**config.mk**
```make
export PLATFORM = sky130hd
export DESIGN_NAME = flappy_game_core
export DESIGN_NICKNAME = d
export VERILOG_FILES = /design/src/rtl/flappy_game_core.sv
export SDC_FILE = /design/constraint.sdc
export NUM_CORES = 1
export LEC_CHECK = 0
export CAP_MARGIN = 20
export CORE_UTILIZATION = 45
export CTS_CLUSTER_SIZE = 8
export DETAILED_ROUTE_END_ITERATION = 7
export PLACE_DENSITY_LB_ADDON = 0.05
export SYNTH_ARGS = -nofsm -noshare
export SYNTH_HDL_FRONTEND = slang
export SYNTH_SLANG_ARGS = --single-unit
export TNS_END_PERCENT = 100
```
**constraint.sdc**
```tcl
create_clock -name clk -period 6.6 [get_ports clk]
set_clock_uncertainty 0.05 [all_clocks]
set_input_delay 0.66 -clock clk [delete_from_list [all_inputs] [get_ports clk]]
set_output_delay 0.66 -clock clk [all_outputs]
set_load 0.02 [all_outputs]
```
**src/rtl/flappy_game_core.sv**
```systemverilog
// Flappy-bird game-state engine: bird physics, NUM_PIPES scrolling pipes, collision, scoring and game FSM.
// All game state advances only on frame_tick while not paused; the LFSR and flap edge detector run every clk.
module flappy_game_core #(
    parameter int NUM_PIPES     = 2,
    parameter int X_BITS        = 11,
    parameter int Y_BITS        = 9,
    parameter int SCREEN_W      = 640,
    parameter int SCREEN_H      = 480,
    parameter int BIRD_X        = 160,
    parameter int BIRD_W        = 16,
    parameter int BIRD_H        = 16,
    parameter int PIPE_W        = 32,
    parameter int PIPE_SPACING  = 320,
    parameter int PIPE_SPEED    = 2,
    parameter int GAP_H         = 120,
    parameter int GAP_MIN       = 32,
    parameter int GAP_RAND_BITS = 8,
    parameter int GRAVITY       = 1,
    parameter int FLAP_V        = 8,
    parameter int MAX_FALL      = 10,
    parameter int SCORE_BITS    = 8
) (
    input  logic                          clk,
    input  logic                          rst_n,
    input  logic                          frame_tick,
    input  logic                          flap,
    input  logic                          pause,
    output logic [Y_BITS-1:0]             bird_y,
    output logic [NUM_PIPES*X_BITS-1:0]   pipe_x,
    output logic [NUM_PIPES*Y_BITS-1:0]   pipe_gap_y,
    output logic [SCORE_BITS-1:0]         score,
    output logic [1:0]                    state,
    output logic                          collide
);
    typedef enum logic [1:0] {S_IDLE = 2'd0, S_PLAY = 2'd1, S_OVER = 2'd2} state_e;

    localparam logic [Y_BITS-1:0]          Y_START = Y_BITS'((SCREEN_H - BIRD_H) / 2);
    localparam logic signed [Y_BITS+1:0]   Y_FLOOR = (Y_BITS+2)'(SCREEN_H - BIRD_H);
    localparam logic signed [Y_BITS:0]     V_FLAP  = (Y_BITS+1)'(-FLAP_V);
    localparam logic signed [Y_BITS:0]     V_GRAV  = (Y_BITS+1)'(GRAVITY);
    localparam logic signed [Y_BITS:0]     V_MAX   = (Y_BITS+1)'(MAX_FALL);
    localparam logic [X_BITS-1:0]          X_SPEED = X_BITS'(PIPE_SPEED);
    localparam logic [X_BITS-1:0]          X_WRAP  = X_BITS'(NUM_PIPES*PIPE_SPACING - PIPE_SPEED);
    localparam logic [X_BITS:0]            X_PW    = (X_BITS+1)'(PIPE_W);
    localparam logic [X_BITS:0]            X_BL    = (X_BITS+1)'(BIRD_X);
    localparam logic [X_BITS:0]            X_BR    = (X_BITS+1)'(BIRD_X + BIRD_W);
    localparam logic [Y_BITS:0]            Y_BH    = (Y_BITS+1)'(BIRD_H);
    localparam logic [Y_BITS:0]            Y_GH    = (Y_BITS+1)'(GAP_H);
    localparam logic [Y_BITS-1:0]          G_MIN   = Y_BITS'(GAP_MIN);
    localparam logic [Y_BITS-1:0]          G_RST   = Y_BITS'(GAP_MIN + 64);

    state_e                               state_q;
    logic [Y_BITS-1:0]                    bird_y_q, bird_y_d;
    logic signed [Y_BITS:0]               vel_q, vel_g, vel_d;
    logic signed [Y_BITS+1:0]             y_sum;
    logic [NUM_PIPES-1:0][X_BITS-1:0]     pipe_x_q, pipe_x_d;
    logic [NUM_PIPES-1:0][Y_BITS-1:0]     gap_q, gap_d;
    logic [NUM_PIPES-1:0]                 hit, pass;
    logic [SCORE_BITS-1:0]                score_q, score_d;
    logic [SCORE_BITS:0]                  sc_sum;
    logic [2:0]                           n_pass;
    logic [15:0]                          lfsr_q;
    logic                                 collide_q, flap_prev_q, flap_req_q;
    logic                                 floor_hit, tick_ok, flap_rise, lfsr_fb;

    assign tick_ok   = frame_tick & ~pause;
    assign flap_rise = flap & ~flap_prev_q;
    assign lfsr_fb   = lfsr_q[15] ^ lfsr_q[13] ^ lfsr_q[12] ^ lfsr_q[10];

    always_comb begin
        vel_g     = vel_q + V_GRAV;
        vel_d     = flap_req_q ? V_FLAP : ((vel_g > V_MAX) ? V_MAX : vel_g);
        y_sum     = $signed({2'b00, bird_y_q}) + $signed({vel_d[Y_BITS], vel_d});
        floor_hit = 1'b0;
        bird_y_d  = y_sum[Y_BITS-1:0];
        // Hitting the ceiling just pins the bird; only the floor ends the game.
        if (y_sum[Y_BITS+1]) begin
            bird_y_d = '0;
        end else if (y_sum >= Y_FLOOR) begin
            bird_y_d  = Y_FLOOR[Y_BITS-1:0];
            floor_hit = 1'b1;
        end
    end

    for (genvar g = 0; g < NUM_PIPES; g++) begin : g_pipe
        logic [X_BITS:0] x_r_old, x_r_new;
        logic            h_ov, in_gap, wrap;
        assign wrap          = pipe_x_q[g] < X_SPEED;
        assign x_r_old       = {1'b0, pipe_x_q[g]} + X_PW;
        assign x_r_new       = {1'b0, pipe_x_d[g]} + X_PW;
        assign h_ov          = ({1'b0, pipe_x_q[g]} < X_BR) && (x_r_old > X_BL);
        assign in_gap        = (bird_y_q >= gap_q[g]) &&
                               (({1'b0, bird_y_q} + Y_BH) <= ({1'b0, gap_q[g]} + Y_GH));
        assign hit[g]        = h_ov & ~in_gap;
        assign pipe_x_d[g]   = wrap ? pipe_x_q[g] + X_WRAP : pipe_x_q[g] - X_SPEED;
        assign gap_d[g]      = wrap ? G_MIN + Y_BITS'(lfsr_q[GAP_RAND_BITS-1:0]) : gap_q[g];
        assign pass[g]       = (x_r_old >= X_BL) && (x_r_new < X_BL);
    end

    always_comb begin
        n_pass = '0;
        for (int i = 0; i < NUM_PIPES; i++) n_pass = n_pass + {2'b00, pass[i]};
        sc_sum  = {1'b0, score_q} + (SCORE_BITS+1)'(n_pass);
        score_d = sc_sum[SCORE_BITS] ? '1 : sc_sum[SCORE_BITS-1:0];
    end

    always_ff @(posedge clk or negedge rst_n) begin
        if (!rst_n) begin
            state_q     <= S_IDLE;
            bird_y_q    <= Y_START;
            vel_q       <= '0;
            score_q     <= '0;
            collide_q   <= 1'b0;
            flap_prev_q <= 1'b0;
            flap_req_q  <= 1'b0;
            lfsr_q      <= 16'hACE1;
            for (int i = 0; i < NUM_PIPES; i++) begin
                pipe_x_q[i] <= X_BITS'(SCREEN_W + i*PIPE_SPACING);
                gap_q[i]    <= G_RST;
            end
        end else begin
            lfsr_q      <= {lfsr_q[14:0], lfsr_fb};
            flap_prev_q <= flap;
            collide_q   <= 1'b0;
            // Any frame_tick consumes a pending flap, so a flap during pause is dropped.
            if (frame_tick)     flap_req_q <= 1'b0;
            else if (flap_rise) flap_req_q <= 1'b1;
            if (tick_ok) begin
                case (state_q)
                    S_IDLE: if (flap_req_q) begin
                        state_q  <= S_PLAY;
                        score_q  <= '0;
                        vel_q    <= vel_d;
                        bird_y_q <= bird_y_d;
                    end
                    S_PLAY: if (|hit) begin
                        state_q   <= S_OVER;
                        collide_q <= 1'b1;
                    end else begin
                        vel_q    <= vel_d;
                        bird_y_q <= bird_y_d;
                        pipe_x_q <= pipe_x_d;
                        gap_q    <= gap_d;
                        score_q  <= score_d;
                        if (floor_hit) begin
                            state_q   <= S_OVER;
                            collide_q <= 1'b1;
                        end
                    end
                    S_OVER: if (flap_req_q) begin
                        state_q  <= S_IDLE;
                        bird_y_q <= Y_START;
                        vel_q    <= '0;
                        for (int i = 0; i < NUM_PIPES; i++) begin
                            pipe_x_q[i] <= X_BITS'(SCREEN_W + i*PIPE_SPACING);
                            gap_q[i]    <= G_RST;
                        end
                    end
                    default: state_q <= S_IDLE;
                endcase
            end
        end
    end

    assign bird_y     = bird_y_q;
    assign pipe_x     = pipe_x_q;
    assign pipe_gap_y = gap_q;
    assign score      = score_q;
    assign state      = state_q;
    assign collide    = collide_q;
endmodule

```
# Word-level counts from Yosys, hierarchy flattened
# Index checks and enable logic that the tools add are counted.
dict set report totals {
  reg_bits 88
  romBits 0
  wordCells 120
  latch_bits 0
  ramBits 0
  mem_count 0
  out_inout_bits 60
  in_bits 5
}
dict set report op_classes {
  magnitude_cmp 16
  n_div 0
  bitwise 11
  reduce_logical 18
  eq_ne 8
  shifts 0
  n_mux 39
  add_sub_neg 16
  mul 0
}
# op count
set op_table {}
lappend op_table {{two-way mux 9 bit} 7}
lappend op_table {{two-way mux 10 bit} 5}
lappend op_table {{adder 11 x 6 -> 12 bit (second input constant)} 4}
lappend op_table {{two-way mux 22 bit} 2}
lappend op_table {{case mux 22 bit (2 select lines)} 1}
lappend op_table {{two-way mux 18 bit} 2}
lappend op_table {{case mux 18 bit (2 select lines)} 1}
lappend op_table {{case mux 10 bit (3 select lines)} 1}
lappend op_table {{case mux 9 bit (3 select lines)} 1}
lappend op_table {{>= comparator 12 x 8 -> 1 bit (second input constant)} 2}
lappend op_table {{> comparator 12 x 8 -> 1 bit (second input constant)} 2}
lappend op_table {{less-than comparator 12 x 8 -> 1 bit (second input constant)} 2}
lappend op_table {{two-way mux 8 bit} 3}
lappend op_table {{adder 11 x 10 -> 11 bit (second input constant)} 2}
lappend op_table {{less-than comparator 11 x 2 -> 1 bit (second input constant)} 2}
lappend op_table {{less-than comparator 11 x 8 -> 1 bit (second input constant)} 2}
lappend op_table {{two-way mux 11 bit} 2}
lappend op_table {{subtractor 11 x 2 -> 11 bit (second input constant)} 2}
lappend op_table {{adder 9 x 7 -> 10 bit (second input constant)} 2}
lappend op_table {{<= comparator 10 bit} 2}
lappend op_table {{>= comparator 9 bit} 2}
lappend op_table {{case mux 8 bit (2 select lines)} 1}
lappend op_table {{AND reduction 5 bit} 3}
lappend op_table {{AND reduction 4 bit} 3}
lappend op_table {{other kinds (23)} 52}

# Logic depth before layout (Yosys ltp)
# Gate-level depths: netlist of run 1.
dict set report logic_depth {
  word_depth 12
  ltp_mapped 20
}

# Worst setup path after synthesis of run 1
# Ideal clock, no wire load.
dict set report synth_timing {
  path_type {register to register}
  start {register vel_q[0]}
  end {register bird_y_q[1], in the netlist bird_y[1]}
  t_required_ns 6.429
  slack_ns 2.610
  period_less_slack_ns 3.990
  n_path_buf 1
  arrival_ns 3.819
  stages_incl_launch_ff 17
  path_cell_list {dfrtp_1 > ha_1 > nor4_1 > o21ai_1 > a22oi_1 > nor2_1 > or2_0 > clkbuf_1 > o21bai_1 > ha_1 > a21o_1 > a221oi_1 > xnor2_1 > nor2_1 > o31ai_1 > and3b_1 > a22o_1}
}
dict set report synth_between {
  elab_chain_cells 10
  elab_cells_between_ends 11
}
# element line
set synth_lines {}
lappend synth_lines {{start: declaration} 54} ;# logic signed [Y_BITS:0] vel_q, vel_g, vel_d;
lappend synth_lines {{start signal: assignment} 133} ;# vel_q <= vel_d;
lappend synth_lines {{start signal: assignment} 140} ;# vel_q <= vel_d;
lappend synth_lines {{adder 10 x 2 -> 10 bit *} 71} ;# vel_g = vel_q + V_GRAV;
lappend synth_lines {{> comparator 10 x 5 -> 1 bit} 72} ;# vel_d = flap_req_q ? V_FLAP : ((vel_g > V_MAX) ? V_MAX : vel_g);
lappend synth_lines {{two-way mux 10 bit * (2 in a row)} 72}
lappend synth_lines {{adder 10 x 10 -> 11 bit *} 73} ;# y_sum = $signed({2'b00, bird_y_q}) + $signed({vel_d[Y_BITS], vel_d});
lappend synth_lines {{>= comparator 11 x 10 -> 1 bit} 79} ;# end else if (y_sum >= Y_FLOOR) begin
lappend synth_lines {{two-way mux 9 bit} 79}
lappend synth_lines {{two-way mux 9 bit *} 77} ;# if (y_sum[Y_BITS+1]) begin
lappend synth_lines {{two-way mux 9 bit (on tied branches)} {136, 130}}
lappend synth_lines {{case mux 9 bit (3 select lines) *} 129} ;# case (state_q)
lappend synth_lines {{end signal: assignment} 134} ;# bird_y_q <= bird_y_d;
lappend synth_lines {{end signal: assignment} 141} ;# bird_y_q <= bird_y_d;
lappend synth_lines {{end: declaration} 53} ;# logic [Y_BITS-1:0] bird_y_q, bird_y_d;
# Every way passes the cells marked *; elsewhere a longest branch is shown, timed or not. The select of a mux whose other input is x is not followed.
# A chain may end at the register's enable or synchronous reset.

# Final worst setup path of run 1
# Same ends and word-level chain as after synthesis.

==> flow_summary.yaml, run 1 <==
clocking:
  cts_tree: "built"
  post-cts-setup-buffers: 0
  clk_pin_slew_worst_paths_ns: 0.07
  clock_latency_ns: 0.35
  root_buffer: "clkbuf_16"
  cts_buffers: 9
  ctsHoldBuffers: 0
  clock_path_buffers: 2
  numClockSinks: 86
  cts-resized-gates: 0
  htree_levels: 3
synthesis:
  ys.flop_type: "dfrtp_1"
  yosysSeqAreaShare_pct: 36.5
  ys_warn_count: 0
  ys_seq_elements: 86
  synth_cell_types: 69
  async_reset_ff_share_pct: 100
  synth-edff-count: 0
  syn_area_per_cell_um2: 9.21
  synth.cell_area_um2: 5980
  synthCells: 649
detailed_routing:
  wl_per_cell_um: 16.9
  drtAntennaViolNets: 0
  firstDrtPassIters: 4
  vias_per_cell: 5.69
  drt_iter0_drc: 328
  vias: 5021
  wl_um: 14900
  drc: 0
pwr:
  clockPowerShare_pct: 19.0
  p_sw_mw: 1.40
  p_leak_nw: 3.13
  power_frac_comb_pct: 53.6
  p_seq_share_pct: 27.4
  power_density_nw_per_um2: 450
  p_int_mw: 1.80
  swShare_pct: 43.6
  ir_drop_v: 0.000273
setup_path:
  end_kind: "register"
  crit_type: "register to register"
  startpoint: "vel_q[0]$_DFFE_PN0P_"
  required_ns: 6.78
  worst_ep_arrival_time_ns: 4.80
  rrSetupSlack_ns: 1.98
  path_cells: "ha_1 -> nand3_1 -> nor2_1 -> nand2_1 -> a22oi_1 -> nor2_1 -> or2_0 -> o21bai_1 -> ha_1 -> a21o_1 -> a221oi_1 -> xnor2_1 -> nor2_1 -> o31ai_1 -> and3b_1 -> a22o_1"
  r2r_start: "vel_q[0]$_DFFE_PN0P_"
  r2r_cells: 16
  r2r_end: "bird_y[1]$_DFFE_PN0P_"
  cp_max_fo: 8
  start_kind: "register"
  slowest_delay_ns: 0.74
  critPathMostFrequentCell: "nor2_1"
  cp_slowest_cell: "o31ai_1"
grt:
  grt_max_degree: 56
  grt-ovfl-total: 0
  grt_usage_pct: 23.3
  first_global_vias: 4927
  antenna_found_initial: 0
  grt_pass1_wl_um: 24400
placed_design:
  io_buffers: 62
  gp_congestion: 0.876
  dp.cells: 866
  dp_hpwl_um: 11100
  place_area_um2: 6750
timing:
  rsz0062_at_grt: "no"
  tightest_slew_ns: 0.941
  min_period_ns: 4.62
  setup_tns_ns: 0
  final_max_slew_viol_count: 0
  hold_violations: 0
  max-slew-margin-rel_pct: 36.8
  max_freq_mhz: 217
  finalCritPeriodShare_pct: 70.0
  setup_viol_count_final: 0
job:
  drv_cap: 0
cells_and_area:
  antenna_cells: 0
  layout_common_cells: "64 x dfrtp_1, 61 x clkdlybuf4s50_1, 60 x ha_1"
  nets: 773
  final_area_um2: 7110
  fin_cells: 883
  syn_to_final_growth_pct: 19.0
  final_common_cell: "dfrtp_1"
  drive_gt1_share_pct: 8.02
floorplanning:
  start_util_pct: 46.8
  io_pins: 65
  die_x_um: 117
  core_um2: 12800
  fp-row-count: 41
  die_area_um2: 13800
  fp.dieH_um: 117
status:
  status: "completed"
min_path:
  hold_class: "primary input to asynchronous set/reset pin"
[metrics by stage]
step	hold slack [ns]	power [mW]	worst slack, ns	util (%)
after floorplan	0.281	2.08	2.61	-
after global placement	0.287	2.55	2.24	52.8
after detailed placement	0.286	2.58	2.07	52.8
after CTS	0.198	3.21	2.04	55.6
after global routing	0.225	3.47	1.68	55.7
final	0.195	3.20	1.98	55.7
[metal layers]
| metal | share of wire (%) | GRT usage [%] |
|---|---|---|
| met5 | 0 | 0 |
| met2 | 48 | 39.0 |
| met1 | 48 | 30.6 |
| met4 | 1.3 | 6.33 |
| met3 | 3.4 | 4.53 |
[critical path, delay by kind of cell (launching register included)]
| kind | cells | cell delay [ns] |
|---|---|---|
| adder cells (fa/ha/maj) | 2 | 0.67 |
| flip-flops | 1 | 0.50 |
| AO/OA/AOI/OAI | 6 | 1.90 |
| AND/OR/NAND/NOR | 7 | 1.19 |
| XOR/XNOR | 1 | 0.20 |
[cell usage after synthesis (5+ instances only)]
master    count  share of area, %
nand2_1      32               2.0
a22o_1       14               2.1
nor2b_1       8              0.84
or3_1         5              0.52
xnor2_1      28               4.1
nand3_1      22               1.8
o21ai_1      12               1.0
and2_1        6              0.63
dfstp_2      22               9.7
a22oi_1       8               1.0
nand4_1       7              0.73
mux2i_1       7               1.2
o22ai_1       5              0.52
ha_1         60                13
nor3_1       25               2.1
a31oi_1      10               1.0
buf_2         5              0.42
clkbuf_1     12              0.75
o21ai_0      21               1.8
inv_1        51               3.2
dfrtp_1      64                27
a21oi_1      37               3.1
nor2_1       45               2.8
o31ai_1       5              0.63
nand2b_1     14               1.5
a21o_1       16               2.0
a211oi_1      7              0.88
and3_1        7              0.73
xor2_1        8               1.2
o22a_1        5              0.73
a211o_1       6              0.88
[worst max path at each step]
| stage | to | slack (ns) | cells past startpoint |
|---|---|---|---|
| CTS | bird_y[1]$_DFFE_PN0P_ | 2.04 | 16 |
| finish | bird_y[1]$_DFFE_PN0P_ | 1.98 | 16 |
| detailed placement | bird_y[1]$_DFFE_PN0P_ | 2.07 | 16 |
| global route | bird_y[1]$_DFFE_PN0P_ | 1.68 | 16 |
| global placement | bird_y[0]$_DFFE_PN0P_ | 2.24 | 16 |
| floorplan | bird_y[1]$_DFFE_PN0P_ | 2.61 | 16 |
[layout make-up]
| cell class | instances | area, um2 |
|---|---|---|
| Sequential cell | 86 | 2180 |
| Fill cell | 1146 | 5660 |
| Tap cell | 172 | 215 |
| Inverter | 51 | 191 |
| Clock inverter | 7 | 126 |
| Multi-Input combinational cell | 492 | 3520 |
| Clock buffer | 9 | 225 |
| Timing Repair Buffer | 66 | 652 |
[power groups by stage]
stage,registers [mW],clock network (mW),logic [mW]
5_1_grt,0.904,0.645,1.92
3_5_place_dp,0.886,0,1.69
3_3_place_gp,0.882,0,1.66
4_1_cts,0.878,0.624,1.71
2_1_floorplan,0.923,0,1.16
6_report,0.878,0.608,1.72
[flip-flops by register name, summed over array words and instances (netlist names)]
register	count
bird_y	9
collide	1
flap_prev_q	1
flap_req_q	1
lfsr_q	16
pipe_gap_y	18
pipe_x	20
score	8
state	2
vel_q	10
[cell families (layout without fill, tap and decap cells)]
logic type | Yosys count | count (layout) | share of synthesized area, %
compound gates | 183 | 183 | 21.0
xor+xnor | 36 | 36 | 5.27
fa+ha+maj | 62 | 62 | 13.2
buf+inv | 72 | 133 | 4.75
flops | 86 | 86 | 36.5
mux | 10 | 10 | 1.74
other cells | 1 | 2 | 0.0627
simple gates | 199 | 199 | 17.5
Note: power is estimated with default switching activity, not from simulation.
==> run 2: changes to the inputs <==
Clock period 6.6 ns to 4.39 ns, I/O delays scaled along.
==> run 2 against run 1 <==
Net effect:
- highest routed layer unchanged
- core utilization rose by 0.46 points
- sequential cell count is the same
- worst setup slack worse by 1.7 ns
- sequential share of layout area shrank 0.22 points
- critical endpoint is now score[6]$_DFFE_PN0P_
- critical path type unchanged
- non-clock buffer count is 12 higher
- register-to-register slack worse by 1.7 ns
==> flow_summary.yaml, run 2 (synthesis gave the netlist of run 1 again) <==
placed_design:
  dp_hpwl_um: 11600
  place_area_um2: 6850
  gp_congestion: 0.913
  io_buffers: 62
cells_and_area:
  antenna_cells: 0
  syn_to_final_growth_pct: 19.9
  post-route-util_pct: 56.1
  nets: 785
  final_area_um2: 7170
  nFillCells: 1183
  largest_reg_flops: 20
  final_common_cell: "dfrtp_1"
  layout_common_cells: "62 x dfrtp_1, 61 x clkdlybuf4s50_1, 59 x ha_1"
  drive_gt1_share_pct: 9.96
detailed_routing:
  wl_um: 15400
  firstDrtPassIters: 5
  wl_per_cell_um: 17.2
  vias: 5092
  drt_iter0_drc: 261
  vias_per_cell: 5.69
  drc: 0
  drtAntennaViolNets: 0
setup_path:
  crit_type: "register to register"
  cp_slowest_cell: "or4_1"
  worst_ep_arrival_time_ns: 4.27
  path_cells: "or2_2 -> or4_1 -> xnor2_1 -> inv_1 -> ha_1 -> nor3_1 -> a2111oi_0 -> a211o_1 -> fa_1 -> inv_1 -> ha_1 -> and3_1 -> and3_1 -> a31oi_1 -> o22a_1"
  end_kind: "register"
  cp_max_fo: 6
  start_kind: "register"
  slowest_delay_ns: 0.49
  required_ns: 4.57
clocking:
  clock_latency_ns: 0.35
  cts_buffers: 9
  root_buffer: "clkbuf_16"
  cts_tree: "built"
  clk_pin_slew_worst_paths_ns: 0.06
  post-cts-setup-buffers: 0
  numClockSinks: 86
  ctsHoldBuffers: 0
  htree_levels: 3
  clock_path_buffers: 2
  cts-resized-gates: 0
timing:
  max-slew-margin-rel_pct: 37.5
  hold_violations: 0
  setup_tns_ns: 0
  final_max_slew_viol_count: 0
  tightest_slew_ns: 0.932
  max_freq_mhz: 245
  setup_viol_count_final: 0
  min_period_ns: 4.09
  worst_hold_slack_ns: 0.0530
  finalCritPeriodShare_pct: 93.1
pwr:
  ir_drop_v: 0.000341
  p_leak_nw: 3.17
  finalPower_mw: 4.83
  power_density_nw_per_um2: 673
grt:
  first_global_vias: 5119
  antenna_found_initial: 0
  grt_pass1_wl_um: 25300
  grt-ovfl-total: 0
  grt_max_degree: 50
  grt_usage_pct: 24.3
floorplanning:
  fp.dieH_um: 117
  start_util_pct: 46.8
  core_um2: 12800
  die_x_um: 117
  die_area_um2: 13800
  fp-row-count: 41
  io_pins: 65
job:
  drv_cap: 0
min_path:
  hold_class: "primary input to asynchronous set/reset pin"
status:
  status: "completed"
[run 2: power breakdown]
group	internal, mW	total, mW	switching (mW)
clock	0.459	0.777	0.318
sequential	1.00	1.32	0.317
combinational	1.25	2.73	1.49
[run 2: final timing paths]
kind,to,slack (ns),cells after the start,from
setup / recovery,score[6]$_DFFE_PN0P_,0.30,15,pipe_x[15]$_DFFE_PN0P_
hold / removal,vel_q[5]$_DFFE_PN0P_,0.05,1,rst_n
setup reg to reg,score[6]$_DFFE_PN0P_,0.30,15,pipe_x[15]$_DFFE_PN0P_
hold reg to reg,lfsr_q[9]$_DFF_PN0_,0.30,0,lfsr_q[8]$_DFF_PN0_
max in group asynchronous,pipe_x[7]$_DFFE_PN1P_,3.26,2,rst_n
min in group clk,lfsr_q[9]$_DFF_PN0_,0.30,0,lfsr_q[8]$_DFF_PN0_
[run 2: metal layers]
layer | global-route usage (%) | wire, um | up-vias
met5 | 0 | 0 | -
met4 | 10.0 | 306 | 0
met3 | 4.27 | 589 | 25
met2 | 39.6 | 7360 | 124
met1 | 31.8 | 7120 | 2445
li1 | - | - | 2498
[run 2: final cells by class]
class | count | area (um2) | area share (%)
flip-flops and latches | 86 | 2180 | 30.4
clock inverters | 3 | 43.8 | 0.611
inverters | 51 | 191 | 2.67
clock buffers | 13 | 250 | 3.49
repair buffers | 78 | 738 | 10.3
multi-input cells | 492 | 3550 | 49.5
well taps | 172 | 215 | 3.00
[run 2: per-stage QoR]
step	instances	worst slack [ns]
floorplan	650	0.400
global placement	879	0.278
detailed placement	879	0.0710
CTS	895	0.0459
global route	895	-0.00273
finish	895	0.305
[run 2: worst max-delay path: cells and delay by family, from the launching register on]
family | cells | cell delay, ns
AOI/OAI and AO/OA | 4 | 0.72
xor gates and xnor gates | 1 | 0.23
adders and majority gates | 3 | 0.91
buffers and inverters | 2 | 0.16
DFF | 1 | 0.45
and+or+nand+nor | 5 | 1.43
==> run 3: changes to the inputs <==
Settings changed: CELL_PAD_IN_SITES_DETAIL_PLACEMENT set to 0, CELL_PAD_IN_SITES_GLOBAL_PLACEMENT set to 2, CORE_UTILIZATION 45 to 36.
==> run 3 against run 2 <==
Net effect:
- worst hold slack gained 0.040 ns
- sequential power about the same
- fmax decreased by 0.90%
==> flow_summary.yaml, run 3 (synthesis gave the netlist of run 1 again) <==
timing:
  hold_violations: 0
  max_freq_mhz: 243
  final_max_slew_viol_count: 0
  min_period_ns: 4.12
  setup_tns_ns: 0
  tightest_slew_ns: 0.811
  setup_viol_count_final: 0
  max-slew-margin-rel_pct: 45.6
  finalCritPeriodShare_pct: 93.9
detailed_routing:
  vias_per_cell: 5.40
  drtAntennaViolNets: 0
  drt_iter0_drc: 299
  drc: 0
  wl_um: 16100
  vias: 5066
  firstDrtPassIters: 4
  wl_per_cell_um: 17.1
clocking:
  clk_pin_slew_worst_paths_ns: 0.07
  clock_latency_ns: 0.35
  numClockSinks: 86
  cts_tree: "built"
  ctsHoldBuffers: 0
  cts_buffers: 9
  clock_path_buffers: 2
  post-cts-setup-buffers: 0
  root_buffer: "clkbuf_16"
  cts-resized-gates: 0
  htree_levels: 3
setup_path:
  cp_slowest_cell: "dfrtp_2"
  r2r_cells: 17
  rrSetupSlack_ns: 0.27
  cp_max_fo: 8
  crit_type: "register to register"
  worst_ep_arrival_time_ns: 4.36
  path_cells: "ha_2 -> nor4_1 -> o21ai_1 -> a22oi_1 -> nor2_1 -> or2_1 -> o21bai_1 -> ha_1 -> a21o_1 -> a221oi_2 -> o21ai_1 -> a31oi_1 -> xnor2_2 -> o31ai_1 -> buf_4 -> nor4_1 -> mux2_2"
  required_ns: 4.63
  slowest_delay_ns: 0.46
  crit_path_end: "bird_y[2]$_DFFE_PN0P_"
  r2r_end: "bird_y[2]$_DFFE_PN0P_"
  end_kind: "register"
  startpoint: "vel_q[0]$_DFFE_PN0P_"
  r2r_start: "vel_q[0]$_DFFE_PN0P_"
  start_kind: "register"
status:
  status: "completed"
cells_and_area:
  largest_reg_flops: 20
  seqCellArea_um2: 2180
  final_common_cell: "dfrtp_1"
  syn_to_final_growth_pct: 21.3
  fin_cells: 939
  multi_input_area_um2: 3540
  layout_common_cells: "62 x dfrtp_1, 61 x clkdlybuf4s50_1, 59 x ha_1"
  antenna_cells: 0
  nets: 785
  drive_gt1_share_pct: 10.5
  nFillCells: 1537
grt:
  grt-ovfl-total: 0
  grt_usage_pct: 20.1
  grt_max_degree: 59
  antenna_found_initial: 0
  first_global_vias: 5034
  grt_pass1_wl_um: 26300
pwr:
  power_density_nw_per_um2: 679
  p_leak_nw: 3.18
  ir_drop_v: 0.000292
min_path:
  hold_class: "primary input to asynchronous set/reset pin"
floorplanning:
  core_um2: 16100
  io_pins: 65
  fp-row-count: 46
  die_area_um2: 17100
  fp.dieH_um: 131
  start_util_pct: 37.2
  die_x_um: 131
job:
  drv_cap: 0
placed_design:
  io_buffers: 62
  dp.cells: 923
  gp_congestion: 0.824
  dp_hpwl_um: 12200
-- run 3: changes by cell type in the layout (fill, tap and decap cells not counted), sizes merged --
cell      change
clkbuf        -4
inv           +2
clkinvlp      +1
bufinv        +1
-- run 3: worst max-delay path, delay by kind of cell, from the launching register on --
kind | cells | cell delay (ns)
compound gates | 8 | 1.55
simple gates | 4 | 0.90
fa+ha+maj | 2 | 0.57
flops | 1 | 0.46
mux | 1 | 0.19
xor+xnor | 1 | 0.17
buf+inv | 1 | 0.16
-- run 3: metrics by stage --
step	utilization [%]	hold slack [ns]	setup WS [ns]	power, mW	cell area [um2]
floorplan	-	0.0934	0.400	3.12	5980
global placement	43.0	0.284	0.205	4.00	6900
detailed placement	43.0	0.293	0.0535	4.04	6900
CTS	45.0	0.142	0.0248	4.94	7230
global route	45.2	0.152	-0.0112	5.36	7250
finish	45.2	0.0925	0.267	4.92	7250
-- run 3: how the worst min path moves through the flow --
stage	cells past startpoint	slack (ns)	startpoint	to
after detailed placement	0	0.29	lfsr_q[9]$_DFF_PN0_	lfsr_q[10]$_DFF_PN1_
after floorplan	0	0.09	rst_n	bird_y[0]$_DFFE_PN0P_
after global placement	0	0.28	lfsr_q[14]$_DFF_PN0_	lfsr_q[15]$_DFF_PN1_
after global routing	1	0.15	rst_n	vel_q[6]$_DFFE_PN0P_
after CTS	1	0.14	rst_n	score[4]$_DFFE_PN0P_
final	1	0.09	rst_n	vel_q[6]$_DFFE_PN0P_
-- run 3: metal layers --
layer  track usage (%)  up-vias  wire (um)
met3              4.56       12        642
li1                  -     2500          -
met1              26.3     2462       7500
met5                 0        -          0
met2              33.6       92       7780
met4              4.46        0        181
-- run 3: where the power goes --
part / internal, mW / total [mW] / leakage [nW] / switching, mW
Sequential: 1.00 / 1.31 / 1.05 / 0.310
Clock: 0.506 / 0.866 / 0.157 / 0.359
Combinational: 1.25 / 2.75 / 1.98 / 1.50
-- run 3: area by class of cell --
| class | instances | share of cell area [%] |
|---|---|---|
| clock buffer | 9 | 3.10 |
| clock inverter | 7 | 1.41 |
| inverter | 51 | 2.64 |
| multi-input combinational | 492 | 48.9 |
| sequential | 86 | 30.1 |
| tap | 216 | 3.73 |
| timing repair buffer | 78 | 10.2 |
